--- src/rtl/pong_pkg.sv ---
// pong_pkg: shared game phase encoding and default game constants.
package pong_pkg;
    typedef enum logic [1:0] {NEWGAME, PLAY, NEWBALL, OVER} game_state_t;
    localparam int BALLS_DEF       = 3;
    localparam int TIMER_TICKS_DEF = 120;
endpackage

--- src/rtl/pong_timer.sv ---
// pong_timer: refresh-tick delay counter; load wins over decrement, saturates at zero.
module pong_timer
    import pong_pkg::*;
#(
    parameter int TICKS = TIMER_TICKS_DEF
) (
    input  logic clk,
    input  logic reset_n,
    input  logic load_i,
    input  logic refr_tick_i,
    output logic done_o
);
    localparam int W = $clog2(TICKS + 1);

    logic [W-1:0] count_q, count_d;

    always_comb
        count_d = load_i ? W'(TICKS) :
                  (refr_tick_i && count_q != '0) ? count_q - 1'b1 : count_q;

    always_ff @(posedge clk or negedge reset_n)
        if (!reset_n) count_q <= '0;
        else          count_q <= count_d;

    assign done_o = (count_q == '0);
endmodule

--- src/rtl/pong_game_ctrl.sv ---
// pong_game_ctrl: game phase sequencer owning the ball count, delay timer and score strobes.
module pong_game_ctrl
    import pong_pkg::*;
#(
    parameter int BALLS       = BALLS_DEF,
    parameter int TIMER_TICKS = TIMER_TICKS_DEF
) (
    input  logic       clk,
    input  logic       reset_n,
    input  logic [1:0] btn,
    input  logic       hit,
    input  logic       miss,
    input  logic       refr_tick,
    output logic       d_inc,
    output logic       d_clr,
    output logic       gra_still,
    output logic [1:0] game_state,
    output logic [3:0] balls_left
);
    game_state_t state_q;
    logic [3:0]  balls_q;
    logic        still_q, inc_q, clr_q;
    logic        timer_load, timer_done, pressed;

    assign pressed    = (btn != 2'b00);
    assign timer_load = (state_q == PLAY) && miss;

    pong_timer #(.TICKS(TIMER_TICKS)) u_timer (
        .clk        (clk),
        .reset_n    (reset_n),
        .load_i     (timer_load),
        .refr_tick_i(refr_tick),
        .done_o     (timer_done)
    );

    always_ff @(posedge clk or negedge reset_n) begin
        if (!reset_n) begin
            state_q <= NEWGAME;
            balls_q <= 4'(BALLS);
            still_q <= 1'b1;
            inc_q   <= 1'b0;
            clr_q   <= 1'b0;
        end else begin
            inc_q <= 1'b0;
            clr_q <= 1'b0;
            case (state_q)
                NEWGAME:
                    if (pressed) begin
                        state_q <= PLAY;
                        balls_q <= 4'(BALLS - 1);
                        still_q <= 1'b0;
                        clr_q   <= 1'b1;
                    end
                PLAY:
                    // miss outranks a coincident hit, so that hit scores nothing
                    if (miss) begin
                        still_q <= 1'b1;
                        if (balls_q == 4'd0) state_q <= OVER;
                        else begin
                            state_q <= NEWBALL;
                            balls_q <= balls_q - 4'd1;
                        end
                    end else if (hit) inc_q <= 1'b1;
                NEWBALL:
                    if (timer_done && pressed) begin
                        state_q <= PLAY;
                        still_q <= 1'b0;
                    end
                OVER:
                    if (timer_done) begin
                        state_q <= NEWGAME;
                        balls_q <= 4'(BALLS);
                    end
            endcase
        end
    end

    assign game_state = state_q;
    assign balls_left = balls_q;
    assign gra_still  = still_q;
    assign d_inc      = inc_q;
    assign d_clr      = clr_q;
endmodule

--- config.mk ---
export PLATFORM = sky130hd
export DESIGN_NAME = pong_game_ctrl
export DESIGN_NICKNAME = d
export VERILOG_FILES = /design/src/rtl/pong_pkg.sv /design/src/rtl/pong_timer.sv /design/src/rtl/pong_game_ctrl.sv
export SDC_FILE = /design/constraint.sdc
export NUM_CORES = 1
export LEC_CHECK = 0
export BUFFER_PORTS_ARGS = -buffer_cell sky130_fd_sc_hd__buf_2
export CAP_MARGIN = 20
export CORE_MARGIN = 2
export CORE_UTILIZATION = 36
export DETAILED_ROUTE_END_ITERATION = 7
export HOLD_SLACK_MARGIN = 0.08
export PLACE_DENSITY_LB_ADDON = 0.08
export SETUP_SLACK_MARGIN = 0.02
export SYNTH_ARGS = -nofsm -noshare
export SYNTH_HDL_FRONTEND = slang
export SYNTH_SLANG_ARGS = --single-unit
--- constraint.sdc ---
create_clock -name clk -period 3.9 [get_ports clk]
set_clock_uncertainty 0.1 [all_clocks]
set_input_delay 1.17 -clock clk [delete_from_list [all_inputs] [get_ports clk]]
set_output_delay 1.17 -clock clk [all_outputs]
set_load 0.02 [all_outputs]
## After elaboration in Yosys (flattened, before gate mapping)

Cells that the tools add are included.

- Input bits: 7
- Word-level logic and storage cells: 52
- Output and inout bits: 9
- Register bits: 16

- Equality and inequality tests: 8
- Add/sub/neg operators: 2
- Reductions and logical operators: 14
- Multiplexer cells: 22

Operators by type and width:

| kind | count |
|---|---|
| $mux W4 | 4 |
| $mux W7 | 2 |
| $pmux W4 S3 | 1 |
| $ne A2 B2 Y1 const B | 5 |
| $mux W1 | 9 |
| $mux W2 | 4 |
| $pmux W2 S4 | 1 |
| $reduce_and A4 Y1 | 2 |
| $logic_not A7 Y1 | 1 |
| $reduce_bool A7 Y1 | 1 |
| $sub A7 B1 Y7 const B | 1 |
| $reduce_bool A3 Y1 | 2 |
| $reduce_and A5 Y1 | 1 |
| $eq A2 B2 Y1 const B | 2 |
| $logic_not A4 Y1 | 1 |
| $reduce_bool A2 Y1 | 2 |
| $sub A4 B1 Y4 const B | 1 |
| $logic_and A1 B1 Y1 | 3 |
| $pmux W1 S3 | 1 |
| $eq A2 B1 Y1 const B | 1 |
| $logic_not A2 Y1 | 1 |

## Logic depth before layout (Yosys ltp)

Gate-level depths: netlist (run 1).

- Word-level depth: 4
- Gate-level depth with buffers: 6
- Mapped depth without buffers: 6

## Cells and area by module

A second synthesis (run 1) with hierarchy kept.

- Cell total of the unflattened synthesis: 92
- Area total of the unflattened synthesis: 933.4 sq um

By module, submodules not included:

| module | area each (sq um) | cells each | sequential area each (sq um) | times used |
|---|---|---|---|---|
| pong_game_ctrl | 513.0 | 47 | 229.0 | 1 |
| pong_timer | 420.4 | 45 | 175.2 | 1 |

## Least setup slack after synthesis (run 1)

OpenSTA, ideal clock, no wires.

- Kind: input -> register
- Start point: in btn[1]
- End point: reg balls_q[1] (netlist: balls_left[1])
- Setup slack: 1,703 ps
- Required time: 3,718 ps
- Stages: 4
- Arrival time: 2,014 ps
- Buffers on the path: 0
- Setup time: 82 ps
- Cells stage by stage: nor3_1 -> a211o_1 -> a21oi_2 -> mux2_2

- Longest elaborated chain between the ends: 3

RTL lines:

| what | line | source |
|---|---|---|
| start, declared | pong_game_ctrl.sv:10 | `input logic [1:0] btn,` |
| $reduce_bool A2 Y1 | pong_game_ctrl.sv:25 | `assign pressed = (btn != 2'b00);` |
| $ne A2 B2 Y1 (no source line) | - |  |
| $reduce_and A5 Y1 (no source line) | - |  |
| end signal, assigned | pong_game_ctrl.sv:39 | `balls_q <= 4'(BALLS);` |
| end signal, assigned | pong_game_ctrl.sv:50 | `balls_q <= 4'(BALLS - 1);` |
| end signal, assigned | pong_game_ctrl.sv:61 | `balls_q <= balls_q - 4'd1;` |
| end, declared | pong_game_ctrl.sv:21 | `logic [3:0] balls_q;` |

No other way between the ends.
A chain may end at the register's enable or synchronous reset.

## Final worst setup path (run 1)

- Start point: reg state_q[1] (netlist: game_state[1])
- End point: out game_state[1]

RTL lines:

| what | line | source |
|---|---|---|
| start, declared | pong_game_ctrl.sv:20 | `game_state_t state_q;` |
| start signal, assigned | pong_game_ctrl.sv:38 | `state_q <= NEWGAME;` |
| start signal, assigned | pong_game_ctrl.sv:49 | `state_q <= PLAY;` |
| start signal, assigned | pong_game_ctrl.sv:58 | `if (balls_q == 4'd0) state_q <= OVER;` |
| end, declared | pong_game_ctrl.sv:17 | `output logic [1:0] game_state,` |

No word-level cell between the ends.

==> flow_summary.ini, run 1 <==
[outcome]
outcome = finished, final reports clean

[placed_design]
place_congestion = 0.734
hpwl_um = 1290
dpl.cell_count = 130
port_buffers = 15

[power]
p_sw_share_pct = 40.5
p_int_uw = 410
switchingPower_uw = 279
leakage_nw = 0.461
pwr-share-seq_pct = 46.1
clkPwrFrac_pct = 15.8
peakVddDrop_mv = 0.296
pwr_density_cell_nw_per_um2 = 681
p_comb_share_pct = 38.2

[floorplanning]
die_area_um2 = 2840
initial_core_util_pct = 38.8
dieWidth_um = 53.3
fp.coreArea_um2 = 2250
die_h_um = 53.3
io_pins = 16
num_rows = 17

[synthesis]
synth_area_um2 = 875
synth_top_area_share_pct = 37.2
synth.area.top_cells = dfrtp_1, dfstp_2, ha_1
yosysTopAreaCell = dfrtp_1
synthAdderAreaFrac_pct = 4.29
syn_nets = 99
synth_edf_count = 0
synth_most_common_cell = dfrtp_1
async_flop_share_pct = 100
synth_ff_type = dfrtp_1
synth.distinct_cells = 35
synth_compound_area_share_pct = 13.2
ys_top_cells_by_count = dfrtp_1, nand2_1, inv_1, nor2_1
synth-seq-cells = 16
syn_avg_cell_area_um2 = 9.83
synth_top_family_by_area = simple AND/OR/NAND/NOR gates
syn_inst = 89
synth_simple_gate_area_share_pct = 22.5
synthMuxAreaShare_pct = 4.72
synth_xor_area_share_pct = 5.01
yosysWarnings = 0
ys_seq_area_share_pct = 46.2

[layout]
postLayoutCoreUtil_pct = 44.8
stdcell_count = 134
nets = 117
drive_above_1_share_pct = 27.4
syn_to_final_growth_pct = 15.6
antenna_cells = 0

[worst_setup_path]
crit_path_start_kind = flip-flop
rr_endpoint = balls_left[1]
cp.buffers_inverters = 1
ff2ff_path_depth = 6
slowest_delay_ns = 0.55
worstSetupPathType = reg2out
crit_arrival_ns = 1.06
critPathMaxFanout = 11
crit_family = flip-flops
cp.depth = 1
r2r-start = u_timer.count_q[0]
r2r_setup_slack_ns = 1.93
cp_slowest_cell = dfrtp_1
critical_path.endpoint_type = output pin
crit_required_ns = 2.63
timing.critical_path.cells = buf_2

[clock_tree]
cts_sinks = 16
clk_latency_ns = 0.28
post-cts-setup-buffer-count = 0
cts_resized = 0
cts.clk_slew.worst_paths_ns = 0.09
htree_levels = 1
cts_buffer_depth = 2
cts_root_buffer = clkbuf_4
cts_tree = yes
holdBufCountCts = 0
cts_buffers = 3

[sta]
drv_slew = 0
period_minus_slack_ns = 2.33
period_share_pct = 59.8
setup_viol = 0
fin_tns_setup_ns = 0
rsz0062_at_grt = false
hold_viol = 0
max_freq_mhz = 429
tightest_slew_ns = 0.355
slew_headroom_pct = 76.2

[route]
routedWlPerCell_um = 12.9
vias_per_cell = 5.10
ant_nets = 0
first_iter_violations = 7
drt-total-wl_um = 1730
via_count = 683
firstDrtPassIters = 4
drcViolationCount = 0

[hold_path]
holdPathStages = 2
hold_end = gra_still
hold_path.class = reg2reg
worstHoldStart = gra_still

[global_routing]
antenna_found_initial = 0
grt_pass1_wl_um = 3150
grt_max_degree = 17
grt_use_total_pct = 15.5
grt.overflow.total = 0
grt_pass1_vias = 689

[run]
drv_cap = 0
==> power groups by stage <==
| stage | logic [mW] | registers, mW | clock network [mW] |
|---|---|---|---|
| final | 0.263 | 0.317 | 0.109 |
| after detailed placement | 0.266 | 0.319 | 0 |
| after CTS | 0.268 | 0.316 | 0.115 |
| after global placement | 0.260 | 0.318 | 0 |
| after global routing | 0.302 | 0.332 | 0.121 |
| after floorplan | 0.183 | 0.323 | 0 |
==> metrics by stage <==
stage / power, mW / setup WS [ns] / hold slack, ns / cell area [um2]
after CTS: 0.700 / 1.56 / 0.400 / 1010
after global placement: 0.578 / 1.56 / 0.377 / 975
after global routing: 0.754 / 1.51 / 0.418 / 1010
after detailed placement: 0.585 / 1.54 / 0.378 / 975
after floorplan: 0.507 / 1.70 / 0.359 / 875
final: 0.688 / 1.57 / 0.396 / 1010
==> area by class of cell <==
type	instances	area, um2
clock buffer	4	36.3
fill	250	1240
timing repair buffer	15	75.1
tap	28	35.0
multi-input combinational	64	434
inverter	7	26.3
sequential	16	404
==> registers in the layout, indices dropped and copies added (netlist names) <==
| register | count |
|---|---|
| d_clr | 1 |
| gra_still | 1 |
| u_timer.count_q | 7 |
| game_state | 2 |
| d_inc | 1 |
| balls_left | 4 |
==> metal layers <==
metal / global-route usage, % / vias to the layer above / part of all wire [%]
met5: 0 / - / 0
met1: 20.1 / 325 / 49
met3: 2.54 / 2 / 2.9
met4: 7.69 / 0 / 0.92
li1: - / 348 / -
met2: 24.7 / 8 / 47
==> placed cells by master, fill, tap and decap left out, drive strengths merged, types with 3 or more instances in the layout <==
cell type and n:
dfrtp 13, buf 15, a21oi 3, nor2 6, o21ai 5, nor3 4
inv 7, nand3 3, ha 3, mux2i 3, nand2 9, xor2 4
clkbuf 4, dfstp 3
==> worst max-delay path by stage <==
| stage | from | to | slack, ns |
|---|---|---|---|
| floorplan | btn[1] | balls_left[1] | 1.70 |
| global placement | btn[1] | balls_left[1] | 1.56 |
| detailed placement | btn[1] | balls_left[1] | 1.54 |
| CTS | game_state[1] | game_state[1] | 1.56 |
| global route | game_state[0] | game_state[0] | 1.51 |
| finish | game_state[1] | game_state[1] | 1.57 |
==> cells by family after synthesis <==
logic type      after synthesis
simple gates                 36
buf+inv                       9
flops                        16
xor+xnor                      5
compound gates               16
fa+ha+maj                     3
mux                           4
Power figures use the tool's default switching activity.
==> inputs of run 2 (changes only) <==
--- a/config.mk
+++ b/config.mk
@@ -5,6 +5,7 @@
 export SDC_FILE = /design/constraint.sdc
 export NUM_CORES = 1
 export LEC_CHECK = 0
+export ABC_AREA = 1
 export BUFFER_PORTS_ARGS = -buffer_cell sky130_fd_sc_hd__buf_2
 export CAP_MARGIN = 20
 export CORE_MARGIN = 2
==> constraint.sdc (replaced) <==
create_clock -name clk -period 2.1 [get_ports clk]
set_clock_uncertainty 0.1 [all_clocks]
set_input_delay 0.63 -clock clk [delete_from_list [all_inputs] [get_ports clk]]
set_output_delay 0.63 -clock clk [all_outputs]
set_load 0.02 [all_outputs]
==> flow_summary.ini, run 2 <==
[outcome]
outcome = finished, final reports clean

[clock_tree]
cts_root_buffer = clkbuf_4
cts_sinks = 16
cts_buffer_depth = 2
htree_levels = 1
cts_resized = 0
post-cts-setup-buffer-count = 0
cts_buffers = 3
clk_latency_ns = 0.29
holdBufCountCts = 0
cts.clk_slew.worst_paths_ns = 0.10
cts_tree = yes

[floorplanning]
die_area_um2 = 3050
dieWidth_um = 55.3
io_pins = 16
num_rows = 18
fp.coreArea_um2 = 2480
initial_core_util_pct = 38.2
die_h_um = 55.3

[sta]
hold_viol = 0
fin_ws_ns = 0.303
rsz0062_at_grt = false
max_freq_mhz = 557
timing.hold.ws_ns = 0.134
tightest_slew_ns = 0.370
period_share_pct = 85.5
fin_tns_setup_ns = 0
setup_viol = 0
slew_headroom_pct = 75.3
period_minus_slack_ns = 1.80
drv_slew = 0

[hold_path]
hold_path.class = in2async

[synthesis]
ys_seq_area_share_pct = 42.7
synth_top_area_share_pct = 34.4
synth_edf_count = 0
synth_compound_area_share_pct = 7.14
synth-seq-cells = 16
synth_most_common_cell = nand2_1
synth_ff_type = dfrtp_1
synth_xor_area_share_pct = 1.85
synth_area_um2 = 946
synth.distinct_cells = 24
async_flop_share_pct = 100
syn_nets = 128
yosysWarnings = 0
yosysTopAreaCell = dfrtp_1
synth.area.top_cells = dfrtp_1, nand2_1, dfstp_2
synth_simple_gate_area_share_pct = 37.2
syn_avg_cell_area_um2 = 8.02
synth_top_family_by_area = simple AND/OR/NAND/NOR gates
synthAdderAreaFrac_pct = 3.97
synthMuxAreaShare_pct = 0
syn_inst = 118
ys_top_cells_by_count = nand2_1, inv_1, nand3_1, dfrtp_1, nor2_1

[worst_setup_path]
timing.critical_path.cells = buf_2
critical_path.endpoint_type = output pin
crit_family = flip-flops
crit_required_ns = 1.37
crit_arrival_ns = 1.07
worstSetupPathType = reg2out
cp_slowest_cell = dfrtp_1
critPathMaxFanout = 8
crit_path_start_kind = flip-flop
slowest_delay_ns = 0.54
cp.buffers_inverters = 1

[layout]
drive_above_1_share_pct = 24.8
top_register = u_timer.count_q
final_cell_mix = nand2_1, inv_1, nand3_1, buf_2, dfrtp_1
fillers = 272
regArea_um2 = 404
mostFrequentLayoutCell = nand2_1
antenna_cells = 0
final_cell_area_um2 = 1080
nets = 148
largest_reg_flops = 7
multi_input_area_um2 = 474
syn_to_final_growth_pct = 14.7

[global_routing]
antenna_found_initial = 0
grt_pass1_vias = 775
grt_pass1_wl_um = 3370
grt_max_degree = 17
grt.overflow.total = 0
grt_use_total_pct = 14.0

[placed_design]
placed_area_um2 = 1060
dp_slack_ns = 0.413
hpwl_um = 1480
place_congestion = 0.791
port_buffers = 15

[route]
first_iter_violations = 21
drt-total-wl_um = 1950
firstDrtPassIters = 4
via_count = 805
ant_nets = 0
drcViolationCount = 0
routedWlPerCell_um = 11.6
vias_per_cell = 4.82

[power]
pwr_density_cell_nw_per_um2 = 1520
leakage_nw = 0.577
peakVddDrop_mv = 0.729

[run]
drv_cap = 0
==> run 2: path summary, 6_finish.rpt <==
| check | from | end | slack [ns] | cells past startpoint |
|---|---|---|---|---|
| max in group asynchronous | reset_n | balls_left[1] | 1.45 | 1 |
| min | reset_n | balls_left[2] | 0.13 | 1 |
| min in group clk | gra_still | gra_still | 0.36 | 2 |
| max | game_state[1] | game_state[1] | 0.30 | 1 |
| max reg2reg | u_timer.count_q[0] | balls_left[3] | 0.42 | 9 |
| min reg2reg | gra_still | gra_still | 0.36 | 2 |
==> run 2: routing by layer <==
layer	wire, um	share of wire (%)	vias up	GRT usage [%]
li1	-	-	422	-
met1	938	48	368	17.3
met2	912	47	13	22.6
met3	75	3.9	2	4.45
met4	19	0.98	0	5.23
met5	0	0	-	0
==> run 2: cells by family after synthesis <==
logic type	after synthesis
xor gates and xnor gates	2
and+or+nand+nor	70
buffers and inverters	18
AOI/OAI and AO/OA	9
DFF	16
adders and majority gates	3
==> run 2: report_power, final <==
part / internal [mW] / leakage, nW / switching [mW]
registers: 0.456 / 0.185 / 0.136
clock network: 0.0739 / 0.0150 / 0.102
logic: 0.315 / 0.377 / 0.568
==> run 2: area by class of cell <==
cell class / count / area share, %
multi-input cells: 84 / 43.7
flip-flops and latches: 16 / 37.3
repair buffers: 15 / 6.92
inverters: 18 / 6.23
well taps: 30 / 3.46
clock buffers: 4 / 2.42
==> run 2: metrics by stage <==
step / cells / power [mW] / utilization (%)
2_1_floorplan: 118 / 1.26 / -
3_3_place_gp: 163 / 1.47 / 42.7
3_5_place_dp: 163 / 1.49 / 42.7
4_1_cts: 167 / 1.67 / 43.8
5_1_grt: 167 / 1.82 / 43.8
6_report: 167 / 1.65 / 43.8
